$ cat config.mk
export PLATFORM = sky130hd
export DESIGN_NAME = nand_result_packer_flat
export DESIGN_NICKNAME = d
export VERILOG_FILES = /design/src/rtl/nand_pipe_pkg.sv /design/src/rtl/nand_result_packer_if.sv /design/src/rtl/packer_out_slot.sv /design/src/rtl/nand_result_packer.sv /design/src/flat_wrapper.sv
export SDC_FILE = /design/constraint.sdc
export NUM_CORES = 1
export LEC_CHECK = 0
export CAP_MARGIN = 40
export CORE_MARGIN = 10
export CORE_UTILIZATION = 30
export DETAILED_ROUTE_END_ITERATION = 8
export PLACE_DENSITY_LB_ADDON = 0.2
export SLEW_MARGIN = 20
export SYNTH_ARGS = -nofsm -noshare
export SYNTH_HDL_FRONTEND = slang
export SYNTH_HIERARCHICAL = 1
export SYNTH_SLANG_ARGS = --single-unit
$ cat constraint.sdc
create_clock -name clk -period 1.55 [get_ports clk]
set_clock_uncertainty 0.1 [all_clocks]
set_input_delay 0.31 -clock clk [delete_from_list [all_inputs] [get_ports clk]]
set_output_delay 0.31 -clock clk [all_outputs]
set_load 0.01 [all_outputs]
$ cat src/rtl/nand_pipe_pkg.sv
// nand_pipe_pkg: shared constants, FSM states and sizing helper for the nand result pipeline
package nand_pipe_pkg;
  localparam int DEF_WIDTH = 8;
  typedef enum logic {FILL, HOLD} state_t;
  function automatic int cnt_w(input int w);
    return $clog2(w + 1);
  endfunction
endpackage

$ cat src/rtl/nand_result_packer_if.sv
// nand_result_packer_if: bit stream in, word handshake out; NAND_PACKER_PARITY_EN adds word_parity
interface nand_result_packer_if #(parameter int WIDTH = 8);
  logic en_in;
  logic bit_in;
  logic [WIDTH-1:0] word_out;
  logic word_valid;
  logic word_ready;
  logic overrun;
  logic ovr_clr;
`ifdef NAND_PACKER_PARITY_EN
  logic word_parity;
`endif
  modport slave (input en_in, bit_in, word_ready, ovr_clr, output word_out, word_valid, overrun
`ifdef NAND_PACKER_PARITY_EN
    , output word_parity
`endif
  );
  modport master (output en_in, bit_in, word_ready, ovr_clr, input word_out, word_valid, overrun
`ifdef NAND_PACKER_PARITY_EN
    , input word_parity
`endif
  );
endinterface

$ cat src/rtl/packer_out_slot.sv
// packer_out_slot: one-word output register with valid/ready; NAND_PACKER_PARITY_EN adds parity
module packer_out_slot import nand_pipe_pkg::*; #(parameter int WIDTH = DEF_WIDTH) (
  input  logic clk,
  input  logic rst,
  input  logic load,
  input  logic [WIDTH-1:0] word,
  input  logic ready,
  output logic [WIDTH-1:0] word_out,
  output logic word_valid,
  output logic free
`ifdef NAND_PACKER_PARITY_EN
  , output logic word_parity
`endif
);
  assign free = !word_valid || ready;
  always_ff @(posedge clk) begin
    if (rst) begin
      word_out <= '0;
      word_valid <= 1'b0;
    end else if (load) begin
      word_out <= word;
      word_valid <= 1'b1;
    end else if (ready) word_valid <= 1'b0;
  end
`ifdef NAND_PACKER_PARITY_EN
  always_ff @(posedge clk) begin
    if (rst) word_parity <= 1'b0;
    else if (load) word_parity <= ^word;
  end
`endif
endmodule

$ cat src/rtl/nand_result_packer.sv
// nand_result_packer: LSB-first bit collector into WIDTH-bit words; NAND_PACKER_PARITY_EN adds word_parity
module nand_result_packer import nand_pipe_pkg::*; #(parameter int WIDTH = DEF_WIDTH) (
  input logic clk,
  input logic rst,
  nand_result_packer_if.slave p
);
  localparam int CW = cnt_w(WIDTH);
  localparam logic [CW-1:0] LAST = CW'(WIDTH - 1);
  localparam logic [CW-1:0] FULL = CW'(WIDTH);
  state_t state, state_n;
  logic [WIDTH-1:0] sr, sr_n, word, shifted;
  logic [CW-1:0] cnt, cnt_n;
  logic load, drop, free, ovr_n;
  assign shifted = {p.bit_in, sr[WIDTH-1:1]};
  always_ff @(posedge clk) begin
    if (rst) begin
      state <= FILL;
      sr <= '0;
      cnt <= '0;
      p.overrun <= 1'b0;
    end else begin
      state <= state_n;
      sr <= sr_n;
      cnt <= cnt_n;
      p.overrun <= ovr_n;
    end
  end
  // in HOLD sr already holds the finished word; a drain frees it and may accept a new first bit
  always_comb begin
    state_n = state;
    sr_n = sr;
    cnt_n = cnt;
    load = 1'b0;
    word = sr;
    drop = 1'b0;
    if (state == FILL) begin
      if (p.en_in) begin
        sr_n = shifted;
        if (cnt == LAST) begin
          load = free;
          word = shifted;
          cnt_n = free ? '0 : FULL;
          state_n = free ? FILL : HOLD;
        end else cnt_n = cnt + CW'(1);
      end
    end else if (p.word_valid && p.word_ready) begin
      load = 1'b1;
      state_n = FILL;
      sr_n = p.en_in ? shifted : sr;
      cnt_n = p.en_in ? CW'(1) : '0;
    end else drop = p.en_in;
    ovr_n = drop || (p.overrun && !p.ovr_clr);
  end
  packer_out_slot #(.WIDTH(WIDTH)) u_slot (
    .clk(clk),
    .rst(rst),
    .load(load),
    .word(word),
    .ready(p.word_ready),
    .word_out(p.word_out),
    .word_valid(p.word_valid),
    .free(free)
`ifdef NAND_PACKER_PARITY_EN
    , .word_parity(p.word_parity)
`endif
  );
endmodule

$ cat src/flat_wrapper.sv
// flat-port wrapper written by rule: the top's interface ports become plain ports
module nand_result_packer_flat import nand_pipe_pkg::*;
#(parameter int WIDTH = DEF_WIDTH)
  (clk, rst, p_en_in, p_bit_in, p_word_ready, p_ovr_clr, p_word_out, p_word_valid, p_overrun);
  nand_result_packer_if #(.WIDTH(WIDTH)) p_i ();
  input logic clk;
  input logic rst;
  input wire logic [$bits(p_i.en_in)-1:0] p_en_in;
  input wire logic [$bits(p_i.bit_in)-1:0] p_bit_in;
  input wire logic [$bits(p_i.word_ready)-1:0] p_word_ready;
  input wire logic [$bits(p_i.ovr_clr)-1:0] p_ovr_clr;
  output wire logic [$bits(p_i.word_out)-1:0] p_word_out;
  output wire logic [$bits(p_i.word_valid)-1:0] p_word_valid;
  output wire logic [$bits(p_i.overrun)-1:0] p_overrun;
  assign p_i.en_in = p_en_in;
  assign p_i.bit_in = p_bit_in;
  assign p_i.word_ready = p_word_ready;
  assign p_i.ovr_clr = p_ovr_clr;
  assign p_word_out = p_i.word_out;
  assign p_word_valid = p_i.word_valid;
  assign p_overrun = p_i.overrun;
  nand_result_packer #(.WIDTH(WIDTH)) u_core (.clk(clk), .rst(rst), .p(p_i));
endmodule
==> impl_table.tex <==
\begin{tabular}{lr}
\hline
Metric & Value \\
\hline
\multicolumn{2}{l}{\textbf{Worst setup path}} \\
Biggest cell delay along the critical path & 360 ps \\
Data arrival time of the critical path & $\sim$1600 ps \\
Number of buffer and inverter stages on the critical path & 1 \\
Required @ worst endpoint & $\sim$1600 ps \\
Cell-by-cell listing of the critical path & ha\_4 -> nand3b\_4 -> nor2\_8 -> a21o\_4 -> buf\_6 -> mux2i\_1 -> nor2\_1 \\
Crit-path leading delay family & flip-flops \\
Type of element capturing the critical path & register \\
Critical path's slowest cell & dfxtp\_2 \\
Largest fanout on the critical path & 5 \\
Critical setup path kind & reg2reg \\
Type of element launching the critical path & register \\
\multicolumn{2}{l}{\textbf{Placed design}} \\
Placed cell areas & about 0.0014 mm\^{}2 \\
Placement-stage worst setup slack & -399 ps \\
HPWL reported at the end of detailed placement & 1910 um \\
Count of input and output buffers & 15 \\
Routability-driven placement congestion ratio & 0.715 \\
\multicolumn{2}{l}{\textbf{Synth}} \\
Post-synth EDFFs & 0 \\
Share of flip-flops with an asynchronous set or reset & 0\% \\
Yosys top cell area share & 42.0\% \\
Total of warnings raised by yosys & 6 \\
Avg Synthesized Cell Area & just under 10 um\^{}2 \\
Gate Count Post-Synth & roughly 110 \\
Leading cell types by total area after synthesis & dfxtp\_1 (42\%), mux2\_2 (8.2\%), mux2i\_1 (7.3\%) \\
Synth cell count leaders & dfxtp\_1 (23), a21oi\_1 (14), nor2\_1 (11) \\
Synthesis-stage register bit count & 23 \\
Proportion of synthesized chip area in sequential cells & 42.0\% \\
Syn Nets & 121 \\
Most repeated cell in the gate-level netlist after synthesis & dfxtp\_1 \\
Unique masters post-synth & 34 \\
Main synth FF type & dfxtp\_1 \\
Netlist area before placement & roughly 0.0011 mm\^{}2 \\
Library cell with the largest summed area after synthesis & dfxtp\_1 \\
\multicolumn{2}{l}{\textbf{GRT}} \\
Antenna violations before repair & 0 \\
Global router's overall resource usage & 8.41\% \\
Met1 global-route usage & 9.75\% \\
Global-route congestion overflow total & 0 \\
Met3 usage in global routing & 2.56\% \\
Busiest layer in global routing & met2 \\
Global-route wire length before repair & 4390 um \\
Number of global-route vias before repair & 942 \\
GRT met2 Usage & 14.1\% \\
Pin count of the biggest net entering global routing & 14 \\
\multicolumn{2}{l}{\textbf{Routing}} \\
Violation count after the first detailed-routing iteration & 32 \\
Via count & 930 \\
Final antenna-violating net count & 0 \\
DRC violations left & 0 \\
Final Routed Wirelength & 2560 um \\
DR vias/cell & $\sim$4.8 \\
Number of search-and-repair iterations in the first detailed-routing pass & 4 \\
WL per Instance & 13.1 um \\
\multicolumn{2}{l}{\textbf{Timing}} \\
RSZ-0062 raised after global routing & yes \\
Endpoints failing hold & 0 \\
Slew of the pin with the lowest slew margin & 269 ps \\
Tcrit/Tclk final & 101\% \\
Number of setup violations in the final report & 1 \\
Setup TNS after final layout & -9.36 ps \\
Number of slew-limit violations in the final report & 0 \\
Highest clock frequency the design can meet & 0.641 GHz \\
Final period demand of the worst path & 1560 ps \\
Final Hold Slack & around 390 ps \\
Normalized max-slew margin & 82.0\% \\
Worst Setup Slack, final & -9.36 ps \\
\multicolumn{2}{l}{\textbf{Clocking}} \\
Maximum level of the CTS H-tree & 1 \\
Longest Clk Path Bufs & 2 \\
Clock slew seen by the registers of the worst setup and hold paths & 80 ps \\
Hold-fix buffer count after cts & 0 \\
TritonCTS Sinks & 23 \\
CTS buffer count & 3 \\
CTS tree & yes \\
Source-to-sink clock delay at the later pin of the worst-skew pair & 260 ps \\
Cell chosen for the clock root & clkbuf\_8 \\
\multicolumn{2}{l}{\textbf{Floorplan}} \\
Initial Util & around a third \\
Die Span X & between 80 and 90 um \\
Vert. Die Dim & 80.4 um \\
Number of core rows & 21 \\
Num ports & 16 \\
CORE AREA & 0.00344 mm\^{}2 \\
Total die area & 0.00647 mm\^{}2 \\
\multicolumn{2}{l}{\textbf{Layout}} \\
Final net count & 157 \\
Share of final-layout standard cells stronger than drive strength 1 & 30.9\% \\
Layout area overhead & 37.6\% \\
Antenna diode instance count & 0 \\
Design Area, Final & 0.00151 mm\^{}2 \\
\multicolumn{2}{l}{\textbf{Worst hold path}} \\
Path class of the lowest-slack min-delay path & reg2reg \\
\multicolumn{2}{l}{\textbf{Status}} \\
Violations in the final reports & setup timing \\
Status & finished, violations left \\
\multicolumn{2}{l}{\textbf{Power}} \\
Worst-case vdd ir drop & 0.000410 V \\
Cell Pwr Density & 709 mW/mm\^{}2 \\
Static leakage & 0.667 nW \\
\multicolumn{2}{l}{\textbf{Flow run}} \\
Number of maximum-capacitance violations & 0 \\
\hline
\end{tabular}
## cells in the final DEF (no fill, tap or decap), drive strengths merged, types with 4 or more instances in the layout
cell type      netlist  final
nand3                8      8
o21ai                9      9
mux2i                8      8
clkdlybuf4s50        0      4
dlygate4sd2          0     11
dfxtp               23     23
mux2                 8      8
a21oi               14     14
nor2                12     13
buf                  4     21
## layer usage
metal	up-vias	part of all wire [%]
li1	477	-
met1	436	45
met2	15	49
met3	2	5.7
met4	0	0.55
met5	-	0
## final cells by class
type / count / area [um^2]
clock buffers: 3 / 41.3
clock inverters: 1 / 5.00
fillers: 349 / 1930
inverters: 3 / 11.3
multi-input cells: 83 / 623
flip-flops and latches: 23 / 464
well taps: 46 / 57.6
repair buffers: 36 / 305
## registers in the layout, indices dropped and copies added, names as in the netlist
name	count
u_core/u_slot/word_out	8
u_core/state	1
u_core/u_slot/word_valid	1
u_core/sr	8
u_core/p.overrun	1
u_core/cnt	4
## repair_timing
action	CTS	global route
buffers inserted	2	0
endpoints found under the hold margin	0	0
resized for setup	14	6
endpoints found under the setup margin	18	9
pin swaps	3	1
gates cloned	1	0
## worst min-delay path, cell delays in order (launching register included)
cell and delay, ps:
dfxtp_1 320, o21ai_0 70, a21oi_1 60
## path summary, 6_finish.rpt
kind,start,endpoint,slack [ps],depth (start not counted)
max reg2reg,u_core/cnt[0],u_core/u_slot/word_out[1],-9,7
min reg2reg,u_core/sr[0],u_core/sr[0],390,2
min,u_core/sr[0],u_core/sr[0],390,2
max,u_core/cnt[0],u_core/u_slot/word_out[1],-9,7
## metrics by stage
step	util, %	instances	power [mW]
2_1_floorplan	-	114	0.663
5_1_grt	43.8	195	1.13
4_1_cts	42.9	195	1.09
3_5_place_dp	41.0	188	0.707
3_3_place_gp	41.0	188	0.705
6_report	43.8	195	1.07
## kinds of logic (layout without fill, tap and decap cells)
| group | after synthesis | after routing | share of synthesized area (%) |
|---|---|---|---|
| mux | 16 | 16 | 15.5 |
| fa+ha+maj | 1 | 1 | 1.14 |
| buf+inv | 9 | 43 | 5.36 |
| simple gates | 32 | 33 | 17.6 |
| flops | 23 | 23 | 42.0 |
| compound gates | 33 | 33 | 18.4 |
## where the power goes
part / internal, mW / leakage, nW / switching (mW)
logic: 0.0437 / 0.454 / 0.0440
clock network: 0.179 / 0.0255 / 0.196
registers: 0.599 / 0.187 / 0.00731
Note: power is estimated with default switching activity, not from simulation.
